<file path="src/rtl/mem_arb_pkg.sv">
// Shared types and constants for the two-requester memory arbiter (mem_arb).
//   arb_state_t : arbiter FSM states (idle, access issued, waiting on read data)
//   arb_owner_t : identifies which requester owns the current access
//   ARB_NREQ    : number of requesters sharing the memory
package mem_arb_pkg;

    localparam int ARB_NREQ = 2;

    typedef enum logic [1:0] {
        ARB_IDLE = 2'd0,
        ARB_ACC  = 2'd1,
        ARB_WT   = 2'd2
    } arb_state_t;

    typedef enum logic {
        OWN_CPU = 1'b0,
        OWN_DBG = 1'b1
    } arb_owner_t;

endpackage

</file>
<file path="src/rtl/mem_arb_pick.sv">
// Combinational winner select for mem_arb.
// Ports:
//   cpu_elig / dbg_elig : requester is asking and was not granted this cycle
//   rr_pri              : requester that wins when both are eligible
//   win                 : selected requester
//   win_vld             : at least one requester is eligible
// A lone eligible requester always wins regardless of rr_pri.
module mem_arb_pick
    import mem_arb_pkg::*;
(
    input  logic       cpu_elig,
    input  logic       dbg_elig,
    input  arb_owner_t rr_pri,
    output arb_owner_t win,
    output logic       win_vld
);

    always_comb begin
        win_vld = cpu_elig | dbg_elig;
        if (cpu_elig && dbg_elig) begin
            win = rr_pri;
        end else if (dbg_elig) begin
            win = OWN_DBG;
        end else begin
            win = OWN_CPU;
        end
    end

endmodule

</file>
<file path="src/rtl/mem_arb_svamod.sv">
// Assertion companion for mem_arb.
// Ports: clk, rst_n, the arbiter state and every mem_arb output (all inputs here).
// Checks: outputs never unknown, state is ARB_IDLE while reset is held, grants and
// read returns are each at most one-hot, and every read grant is followed by exactly
// one rvalid to the same requester RD_LAT cycles after the grant cycle.
module mem_arb_svamod
    import mem_arb_pkg::*;
#(
    parameter int ADDR_W = 8,
    parameter int DATA_W = 16,
    parameter int RD_LAT = 1
) (
    input logic              clk,
    input logic              rst_n,
    input arb_state_t        st_r,
    input logic              cpu_gnt,
    input logic              cpu_rvalid,
    input logic [DATA_W-1:0] cpu_rdata,
    input logic              dbg_gnt,
    input logic              dbg_rvalid,
    input logic [DATA_W-1:0] dbg_rdata,
    input logic              mem_en,
    input logic              mem_we,
    input logic [ADDR_W-1:0] mem_addr,
    input logic [DATA_W-1:0] mem_wdata
);

    logic [ARB_NREQ-1:0] gnt_vec;
    logic [ARB_NREQ-1:0] rvld_vec;
    logic [RD_LAT-1:0]   cpu_rd_vld_p;
    logic [RD_LAT-1:0]   dbg_rd_vld_p;

    assign gnt_vec  = {dbg_gnt, cpu_gnt};
    assign rvld_vec = {dbg_rvalid, cpu_rvalid};

    // Read-grant shadow pipes: bit RD_LAT-1 marks the cycle rvalid is due.
    always_ff @(posedge clk or negedge rst_n) begin
        if (!rst_n) begin
            cpu_rd_vld_p <= '0;
            dbg_rd_vld_p <= '0;
        end else begin
            cpu_rd_vld_p <= RD_LAT'({cpu_rd_vld_p, cpu_gnt & ~mem_we});
            dbg_rd_vld_p <= RD_LAT'({dbg_rd_vld_p, dbg_gnt & ~mem_we});
        end
    end

    a_no_x : assert property (@(posedge clk) disable iff (!rst_n)
        !$isunknown({cpu_gnt, cpu_rvalid, cpu_rdata, dbg_gnt, dbg_rvalid, dbg_rdata,
                     mem_en, mem_we, mem_addr, mem_wdata}));

    a_rst_idle : assert property (@(posedge clk) !rst_n |-> (st_r == ARB_IDLE));

    a_gnt_onehot : assert property (@(posedge clk) disable iff (!rst_n) $onehot0(gnt_vec));

    a_rvld_onehot : assert property (@(posedge clk) disable iff (!rst_n) $onehot0(rvld_vec));

    a_cpu_rd_ret : assert property (@(posedge clk) disable iff (!rst_n)
        cpu_rvalid == cpu_rd_vld_p[RD_LAT-1]);

    a_dbg_rd_ret : assert property (@(posedge clk) disable iff (!rst_n)
        dbg_rvalid == dbg_rd_vld_p[RD_LAT-1]);

endmodule

</file>
<file path="src/rtl/mem_arb.sv">
// Two-requester arbiter for the single-port data/instruction memory, shared between
// the core (cpu_*) and the debug/program loader (dbg_*).
// Ports:
//   clk, rst_n                     clock, asynchronous active-low reset
//   cpu_req/we/addr/wdata          core request, held with attributes until cpu_gnt
//   cpu_gnt                        1-cycle pulse, core access issued to memory
//   cpu_rvalid/cpu_rdata           1-cycle read return, rdata is zero when not valid
//   dbg_*                          same set for the debug port
//   mem_en/we/addr/wdata           registered memory-side request
//   mem_rdata                      memory read data, valid RD_LAT cycles after mem_en
// Configuration macro MEMARB_RR_EN: defined -> round-robin ties (loser of the last
// grant wins the next tie); undefined -> fixed priority, cpu beats dbg.
module mem_arb
    import mem_arb_pkg::*;
#(
    parameter int ADDR_W = 8,
    parameter int DATA_W = 16,
    parameter int RD_LAT = 1
) (
    input  logic              clk,
    input  logic              rst_n,
    input  logic              cpu_req,
    input  logic              cpu_we,
    input  logic [ADDR_W-1:0] cpu_addr,
    input  logic [DATA_W-1:0] cpu_wdata,
    output logic              cpu_gnt,
    output logic              cpu_rvalid,
    output logic [DATA_W-1:0] cpu_rdata,
    input  logic              dbg_req,
    input  logic              dbg_we,
    input  logic [ADDR_W-1:0] dbg_addr,
    input  logic [DATA_W-1:0] dbg_wdata,
    output logic              dbg_gnt,
    output logic              dbg_rvalid,
    output logic [DATA_W-1:0] dbg_rdata,
    output logic              mem_en,
    output logic              mem_we,
    output logic [ADDR_W-1:0] mem_addr,
    output logic [DATA_W-1:0] mem_wdata,
    input  logic [DATA_W-1:0] mem_rdata
);

    localparam int CNT_W = $clog2(RD_LAT + 1);

    arb_state_t        st_r, st_nx;
    arb_owner_t        own_r;
    arb_owner_t        rr_r;
    arb_owner_t        win;
    logic [CNT_W-1:0]  wt_cnt_r, wt_cnt_nx;
    logic              win_vld;
    logic              cpu_elig, dbg_elig;
    logic              arb_slot, grant, rd_ret_nx;
    logic              win_we;
    logic [ADDR_W-1:0] win_addr;
    logic [DATA_W-1:0] win_wdata;
    logic              cpu_gnt_r, dbg_gnt_r, cpu_rvalid_r, dbg_rvalid_r;
    logic              mem_en_r, mem_we_r;
    logic [ADDR_W-1:0] mem_addr_r;
    logic [DATA_W-1:0] mem_wdata_r;

    // A requester being granted this cycle is still holding req; keep it out of
    // this cycle's arbitration so one request is served only once.
    assign cpu_elig = cpu_req & ~cpu_gnt_r;
    assign dbg_elig = dbg_req & ~dbg_gnt_r;

    mem_arb_pick u_pick (
        .cpu_elig (cpu_elig),
        .dbg_elig (dbg_elig),
        .rr_pri   (rr_r),
        .win      (win),
        .win_vld  (win_vld)
    );

    // Arbitration slots: idle, a write access cycle, and the last read-wait cycle.
    assign arb_slot = (st_r == ARB_IDLE)
                    | ((st_r == ARB_ACC) & mem_we_r)
                    | ((st_r == ARB_WT) & (wt_cnt_r == CNT_W'(RD_LAT)));
    assign grant    = arb_slot & win_vld;

    assign win_we    = (win == OWN_DBG) ? dbg_we    : cpu_we;
    assign win_addr  = (win == OWN_DBG) ? dbg_addr  : cpu_addr;
    assign win_wdata = (win == OWN_DBG) ? dbg_wdata : cpu_wdata;

`ifdef MEMARB_RR_EN
    always_ff @(posedge clk or negedge rst_n) begin
        if (!rst_n) begin
            rr_r <= OWN_CPU;
        end else if (grant) begin
            rr_r <= (win == OWN_CPU) ? OWN_DBG : OWN_CPU;
        end
    end
`else
    assign rr_r = OWN_CPU;
`endif

    always_comb begin
        st_nx     = st_r;
        wt_cnt_nx = wt_cnt_r;
        case (st_r)
            ARB_ACC: begin
                if (!mem_we_r) begin
                    st_nx     = ARB_WT;
                    wt_cnt_nx = CNT_W'(1);
                end
            end
            ARB_WT: begin
                if (wt_cnt_r != CNT_W'(RD_LAT)) begin
                    wt_cnt_nx = wt_cnt_r + CNT_W'(1);
                end
            end
            default: ;
        endcase
        if (arb_slot) begin
            st_nx = grant ? ARB_ACC : ARB_IDLE;
        end
    end

    // Next cycle is the final wait cycle, which is when read data is valid.
    assign rd_ret_nx = (st_nx == ARB_WT) && (wt_cnt_nx == CNT_W'(RD_LAT));

    always_ff @(posedge clk or negedge rst_n) begin
        if (!rst_n) begin
            st_r         <= ARB_IDLE;
            wt_cnt_r     <= '0;
            own_r        <= OWN_CPU;
            cpu_gnt_r    <= 1'b0;
            dbg_gnt_r    <= 1'b0;
            cpu_rvalid_r <= 1'b0;
            dbg_rvalid_r <= 1'b0;
            mem_en_r     <= 1'b0;
            mem_we_r     <= 1'b0;
            mem_addr_r   <= '0;
            mem_wdata_r  <= '0;
        end else begin
            st_r         <= st_nx;
            wt_cnt_r     <= wt_cnt_nx;
            cpu_gnt_r    <= grant & (win == OWN_CPU);
            dbg_gnt_r    <= grant & (win == OWN_DBG);
            mem_en_r     <= grant;
            mem_we_r     <= grant & win_we;
            cpu_rvalid_r <= rd_ret_nx & (own_r == OWN_CPU);
            dbg_rvalid_r <= rd_ret_nx & (own_r == OWN_DBG);
            if (grant) begin
                own_r       <= win;
                mem_addr_r  <= win_addr;
                mem_wdata_r <= win_wdata;
            end
        end
    end

    assign cpu_gnt    = cpu_gnt_r;
    assign dbg_gnt    = dbg_gnt_r;
    assign cpu_rvalid = cpu_rvalid_r;
    assign dbg_rvalid = dbg_rvalid_r;
    assign mem_en     = mem_en_r;
    assign mem_we     = mem_we_r;
    assign mem_addr   = mem_addr_r;
    assign mem_wdata  = mem_wdata_r;

    // Read data is gated so both rdata buses sit at zero outside their return pulse.
    assign cpu_rdata = cpu_rvalid_r ? mem_rdata : '0;
    assign dbg_rdata = dbg_rvalid_r ? mem_rdata : '0;

    mem_arb_svamod #(
        .ADDR_W (ADDR_W),
        .DATA_W (DATA_W),
        .RD_LAT (RD_LAT)
    ) u_sva (
        .clk        (clk),
        .rst_n      (rst_n),
        .st_r       (st_r),
        .cpu_gnt    (cpu_gnt),
        .cpu_rvalid (cpu_rvalid),
        .cpu_rdata  (cpu_rdata),
        .dbg_gnt    (dbg_gnt),
        .dbg_rvalid (dbg_rvalid),
        .dbg_rdata  (dbg_rdata),
        .mem_en     (mem_en),
        .mem_we     (mem_we),
        .mem_addr   (mem_addr),
        .mem_wdata  (mem_wdata)
    );

endmodule

</file>
<file path="config.mk">
export PLATFORM = sky130hd
export DESIGN_NAME = mem_arb
export DESIGN_NICKNAME = d
export VERILOG_FILES = /design/src/rtl/mem_arb_pkg.sv /design/src/rtl/mem_arb_pick.sv /design/src/rtl/mem_arb_svamod.sv /design/src/rtl/mem_arb.sv
export SDC_FILE = /design/constraint.sdc
export NUM_CORES = 1
export LEC_CHECK = 0
export CAP_MARGIN = 20
export CORE_MARGIN = 10
export CORE_UTILIZATION = 31
export DETAILED_ROUTE_END_ITERATION = 8
export PLACE_DENSITY = 0.8
export SLEW_MARGIN = 0
export SYNTH_ARGS = -nofsm -noshare
export SYNTH_HDL_FRONTEND = slang
export SYNTH_SLANG_ARGS = --single-unit
</file>
<file path="constraint.sdc">
create_clock -name clk -period 1.5 [get_ports clk]
set_input_delay 0.225 -clock clk [delete_from_list [all_inputs] [get_ports clk]]
set_output_delay 0.225 -clock clk [all_outputs]
set_load 0.05 [all_outputs]
</file>
==> results of run 1 <==
-- metrics by stage --
step           hold slack [ns]  power (uW)
6_report                0.2995        8640
3_5_place_dp            0.4313        7255
5_1_grt                 0.3084        9123
3_3_place_gp            0.4166        7088
2_1_floorplan         -0.07059        4875
4_1_cts                 0.3033        8650
-- layout by cell type (no fill, tap or decap), drive strengths merged --
| master | n |
|---|---|
| a22oi | 1 |
| nor3 | 2 |
| mux2i | 25 |
| nand3 | 1 |
| o22ai | 2 |
| nand2 | 1 |
| bufinv | 2 |
| a21oi | 26 |
| buf | 76 |
| a221oi | 1 |
| a21boi | 1 |
| clkbuf | 7 |
| nor2 | 26 |
| nand2b | 4 |
| and2 | 32 |
| nor2b | 1 |
| dfrtp | 34 |
| clkdlybuf4s50 | 69 |
| ha | 3 |
| inv | 6 |
-- cell families (layout without fill, tap and decap cells) --
family,after synthesis,after routing,share of synthesized area [%]
buf+inv,16,160,4.961
fa+ha+maj,3,3,2.126
mux,25,25,14.17
flops,34,34,48.19
simple gates,67,67,19.70
compound gates,31,31,10.84
-- critical path, stage by stage, from the launching register on --
cell	delay [ns]
dfrtp_1	0.38
buf_4	0.14
ha_4	0.16
a221oi_4	0.35
a21boi_4	0.27
nand2_2	0.10
nor3_2	0.13
-- repair_timing --
| action | 4_1_cts | 5_1_grt |
|---|---|---|
| buffers inserted | 3 | 1 |
| resized for setup | 15 | 8 |
| pin swaps | 1 | 1 |
| gates cloned | 1 | 0 |
| endpoints found under the hold margin | 0 | 0 |
| setup endpoints to repair | 43 | 31 |
-- area by class of cell --
type                       instances  area [um^2]
timing repair buffer             146         1790
clock inverter                     2        60.06
sequential                        34        855.8
inverter                           6        22.52
tap                               72        90.09
clock buffer                       6        82.58
fill                             413         1667
multi-input combinational        126        938.4
-- report_power, final --
part           total, uW  internal [uW]  switching (uW)  leakage [uW]
logic               5870           2400            3470       0.00127
clock network       1050            709             339     0.0000714
registers           1720           1370             349      0.000387
total               8640           4490            4150       0.00173
-- per-layer routing --
layer | vias to the layer above | track usage, % | part of all wire [%]
met4 | 0 | 3.808 | 0.72
met3 | 5 | 8.720 | 13
met2 | 104 | 24.83 | 47
li1 | 867 | - | -
met5 | - | 0 | 0
met1 | 840 | 16.22 | 39
-- worst max path at each step --
| stage | cells past startpoint | to | slack [ns] | start |
|---|---|---|---|---|
| floorplan | 6 | mem_addr[0] | 0.002 | cpu_gnt |
| global placement | 7 | mem_addr[7] | -0.05 | cpu_req |
| detailed placement | 7 | mem_wdata[12] | -0.12 | cpu_req |
| CTS | 7 | mem_wdata[4] | -0.06 | st_r[0] |
| global route | 6 | dbg_rvalid | -0.19 | st_r[0] |
| finish | 6 | dbg_rvalid | -0.11 | st_r[1] |
==> flow_metrics.env, run 1 <==
export IMPL_outcome="finished with violations"
export IMPL_violations="negative setup slack"
export IMPL_synthToLayoutAreaGrowth_pct=117.5
export IMPL_coreArea_um2=5507
export IMPL_synth_top_cells_by_count="dfrtp_1, and2_1, nor2_1, a21oi_1, mux2i_1"
export IMPL_firstDrtPassIters=4
export IMPL_io_pins=132
export IMPL_final_hold_viol_count=0
export IMPL_period_minus_slack_ns=1.606
export IMPL_dp_cells=381
export IMPL_synth_edff_count=0
export IMPL_final_core_util_pct=69.73
export IMPL_ys_top_cells_by_area="dfrtp_1, mux2i_1, and2_1, a21oi_1, nor2_1"
export IMPL_rr_endpoint="dbg_rvalid"
export IMPL_final_setup_tns_ns=-1.447
export IMPL_ff2ff_setup_slack_ns=-0.11
export IMPL_fin_nets=392
export IMPL_wire_per_inst_um=17.97
export IMPL_yosysTopAreaCell="dfrtp_1"
export IMPL_drc=0
export IMPL_post_dp_hpwl_um=5738
export IMPL_drive_above_1_share_pct=40.31
export IMPL_portBuffers=131
export IMPL_reg2regPathDepth=6
export IMPL_clock_skew_final_ns=0.006657
export IMPL_synth_top_area_share_pct=48.19
export IMPL_wirelength_um=7046
export IMPL_placementRows=27
export IMPL_slew_headroom_pct=78.23
export IMPL_power_density_nw_per_um2=2250
export IMPL_clock_path_buffers=2
export IMPL_peakVddDrop_uv=1238
export IMPL_finalNonFillerCells=392
export IMPL_ys_seq_area_share_pct=48.19
export IMPL_finalSetupViolations=29
export IMPL_slew_viol_final=0
export IMPL_die_area_um2=9114
export IMPL_dpl_instance_area_um2=3576
export IMPL_maxCapViolations=0
export IMPL_largest_reg_flops=16
export IMPL_start_kind="flip-flop"
export IMPL_cts_sinks=34
export IMPL_syn_num_nets=249
export IMPL_synthDistinctLibCells=20
export IMPL_synth_area_per_cell_um2=10.03
export IMPL_ctsHoldBuffers=0
export IMPL_vias=1816
export IMPL_initial_core_util_pct=32.06
export IMPL_worst_pin_slew_ns=0.3265
export IMPL_rsz0062_at_grt="yes"
export IMPL_grt_pass1_wl_um=10670
export IMPL_synth_area_um2=1765
export IMPL_ys_ff_latch=34
export IMPL_ant_nets=0
export IMPL_insertion_delay_ns=0.29
export IMPL_htreeDepth=2
export IMPL_grt_max_degree=35
export IMPL_hold_path_class="in2async"
export IMPL_place_ws_ns=-0.1211
export IMPL_fin_area_um2=3840
export IMPL_syn_inst=176
export IMPL_crit_required_ns=1.71
export IMPL_grt_use_total_pct=15.02
export IMPL_async_flop_share_pct=100.0
export IMPL_setup_worst_path_class="reg2reg"
export IMPL_cp_end_kind="flip-flop"
export IMPL_setup_slack_ns=-0.1063
export IMPL_clk_pin_slew_ns=0.07
export IMPL_r2r_start="st_r[1]"
export IMPL_drt_initial_drc_count=82
export IMPL_synth_ff_type="dfrtp_1"
export IMPL_path_max_fanout=3
export IMPL_period_share_pct=107.1
export IMPL_root_buffer="clkbuf_8"
export IMPL_die_h_um=95.47
export IMPL_cp_arrival_ns=1.81
export IMPL_grt_pass1_vias=2058
export IMPL_cts_tree="done"
export IMPL_antenna_found_initial=0
export IMPL_place_congestion=0.8143
export IMPL_die_w_um=95.47
export IMPL_ys_warn_count=0
export IMPL_yosysMostFrequentCell="dfrtp_1"
export IMPL_viasPerCell=4.633
export IMPL_p_leak_uw=0.001733
export IMPL_cts_buffers=5
export IMPL_n_antenna_cell=0
export IMPL_max_freq_ghz=0.6225
export IMPL_overflow=0
No activity file was read; power rests on OpenSTA's default activity.
==> run 2, diff against run 1 <==
Settings changed: CORE_ASPECT_RATIO set to 0.6.
==> flow_metrics.env, run 2 (synthesis results as in run 1) <==
export IMPL_outcome="finished with violations"
export IMPL_initial_core_util_pct=31.84
export IMPL_antenna_found_initial=0
export IMPL_die_h_um=78.46
export IMPL_setup_worst_path_class="reg2reg"
export IMPL_reg2regPathDepth=6
export IMPL_finalNonFillerCells=401
export IMPL_largest_reg_flops=16
export IMPL_multi_input_area_um2=943.4
export IMPL_final_common_cell="clkdlybuf4s50_1"
export IMPL_place_congestion=0.7623
export IMPL_fillerInstances=435
export IMPL_final_hold_viol_count=0
export IMPL_post_dp_hpwl_um=5601
export IMPL_clk_pin_slew_ns=0.07
export IMPL_r2r_start="st_r[0]"
export IMPL_drive_above_1_share_pct=44.24
export IMPL_layout_common_cells="clkdlybuf4s50_1, buf_12, buf_4, dfrtp_1"
export IMPL_viasPerCell=4.436
export IMPL_rr_endpoint="cpu_rvalid"
export IMPL_cts_tree="done"
export IMPL_period_share_pct=105.1
export IMPL_grt_max_degree=27
export IMPL_dp_cells=390
export IMPL_max_freq_ghz=0.6343
export IMPL_hold_path_class="in2async"
export IMPL_die_w_um=117.4
export IMPL_n_antenna_cell=0
export IMPL_root_buffer="clkbuf_8"
export IMPL_ff2ff_setup_slack_ns=-0.08
export IMPL_path_max_fanout=4
export IMPL_rsz0062_at_grt="yes"
export IMPL_slew_headroom_pct=74.21
export IMPL_worst_pin_slew_ns=0.3869
export IMPL_cp_end_kind="flip-flop"
export IMPL_p_leak_uw=0.001694
export IMPL_fin_nets=393
export IMPL_endpoint="cpu_rvalid"
export IMPL_finalSetupViolations=30
export IMPL_power_density_nw_per_um2=2164
export IMPL_cp_arrival_ns=1.77
export IMPL_total_power_uw=8200
export IMPL_vias=1779
export IMPL_maxCapViolations=0
export IMPL_placementRows=21
export IMPL_place_ws_ns=-0.1532
export IMPL_insertion_delay_ns=0.28
export IMPL_overflow=0
export IMPL_io_pins=132
export IMPL_firstDrtPassIters=4
export IMPL_drt_initial_drc_count=33
export IMPL_drc=0
export IMPL_clock_path_buffers=2
export IMPL_grt_pass1_wl_um=10370
export IMPL_violations="negative setup slack"
export IMPL_regArea_um2=858.3
export IMPL_wirelength_um=6637
export IMPL_synthToLayoutAreaGrowth_pct=114.7
export IMPL_portBuffers=131
export IMPL_cts_sinks=34
export IMPL_crit_required_ns=1.69
export IMPL_grt_use_total_pct=13.70
export IMPL_ant_nets=0
export IMPL_die_area_um2=9213
export IMPL_period_minus_slack_ns=1.577
export IMPL_clock_skew_final_ns=0.006683
export IMPL_crit_start="st_r[0]"
export IMPL_start_kind="flip-flop"
export IMPL_setup_slack_ns=-0.07659
export IMPL_cts_buffers=5
export IMPL_peakVddDrop_uv=1162
export IMPL_slew_viol_final=0
export IMPL_grt_pass1_vias=1852
export IMPL_final_setup_tns_ns=-1.675
export IMPL_htreeDepth=2
export IMPL_coreArea_um2=5544
export IMPL_wire_per_inst_um=16.55
run 2: power by group:
| group | switching [uW] | leakage (uW) | internal (uW) |
|---|---|---|---|
| Sequential | 390 | 0.000385 | 1380 |
| Combinational | 3380 | 0.00126 | 2360 |
| Clock | 318 | 0.0000482 | 370 |
| Total | 4090 | 0.00169 | 4110 |
run 2: timing repair:
| action | in CTS | in global routing |
|---|---|---|
| hold buffers | 1 | 0 |
| endpoints found under the setup margin | 61 | 46 |
| cloned | 0 | 0 |
| gates resized for setup | 21 | 10 |
| endpoints found under the hold margin | 5 | 0 |
| buffers inserted | 1 | 1 |
| pin swaps | 2 | 1 |
run 2: how the worst min path moves through the flow:
stage | to | slack, ns | from
6_report | mem_addr[6] | 0.29 | rst_n
5_1_grt | mem_addr[3] | 0.32 | rst_n
4_1_cts | mem_addr[6] | 0.30 | rst_n
3_5_place_dp | mem_addr[7] | 0.07 | rst_n
3_3_place_gp | mem_addr[7] | 0.06 | rst_n
2_1_floorplan | cpu_gnt | -0.07 | rst_n
run 2: layout make-up:
class	instances	share of cell area (%)
clock inverters	1	0.1321
well taps	80	2.641
flip-flops and latches	34	22.65
clock buffers	7	2.278
multi-input cells	126	24.89
repair buffers	147	46.81
inverters	6	0.5943
run 2: routing by layer:
metal,vias to the layer above,track usage [%],wire length (um),share of wire [%]
met1,846,16.21,2859,43
li1,867,-,-,-
met5,-,0,0,0
met4,0,1.866,14,0.21
met3,2,5.286,473,7.1
met2,64,23.71,3290,50
run 2: worst max-delay path, cell delays in order, from the launching register on:
cell      delay [ns]
dfrtp_2         0.42
inv_2           0.06
ha_2            0.20
a221oi_4        0.37
a21boi_2        0.25
nand2_2         0.09
nor3_2          0.11
run 2: metrics by stage:
| stage | hold slack (ns) | util (%) | cell area [um^2] |
|---|---|---|---|
| detailed placement | 0.06821 | 64.73 | 3588 |
| global route | 0.3205 | 68.36 | 3790 |
| CTS | 0.2966 | 67.75 | 3756 |
| finish | 0.2949 | 68.36 | 3790 |
| floorplan | -0.07059 | - | 1794 |
| global placement | 0.06193 | 64.73 | 3588 |
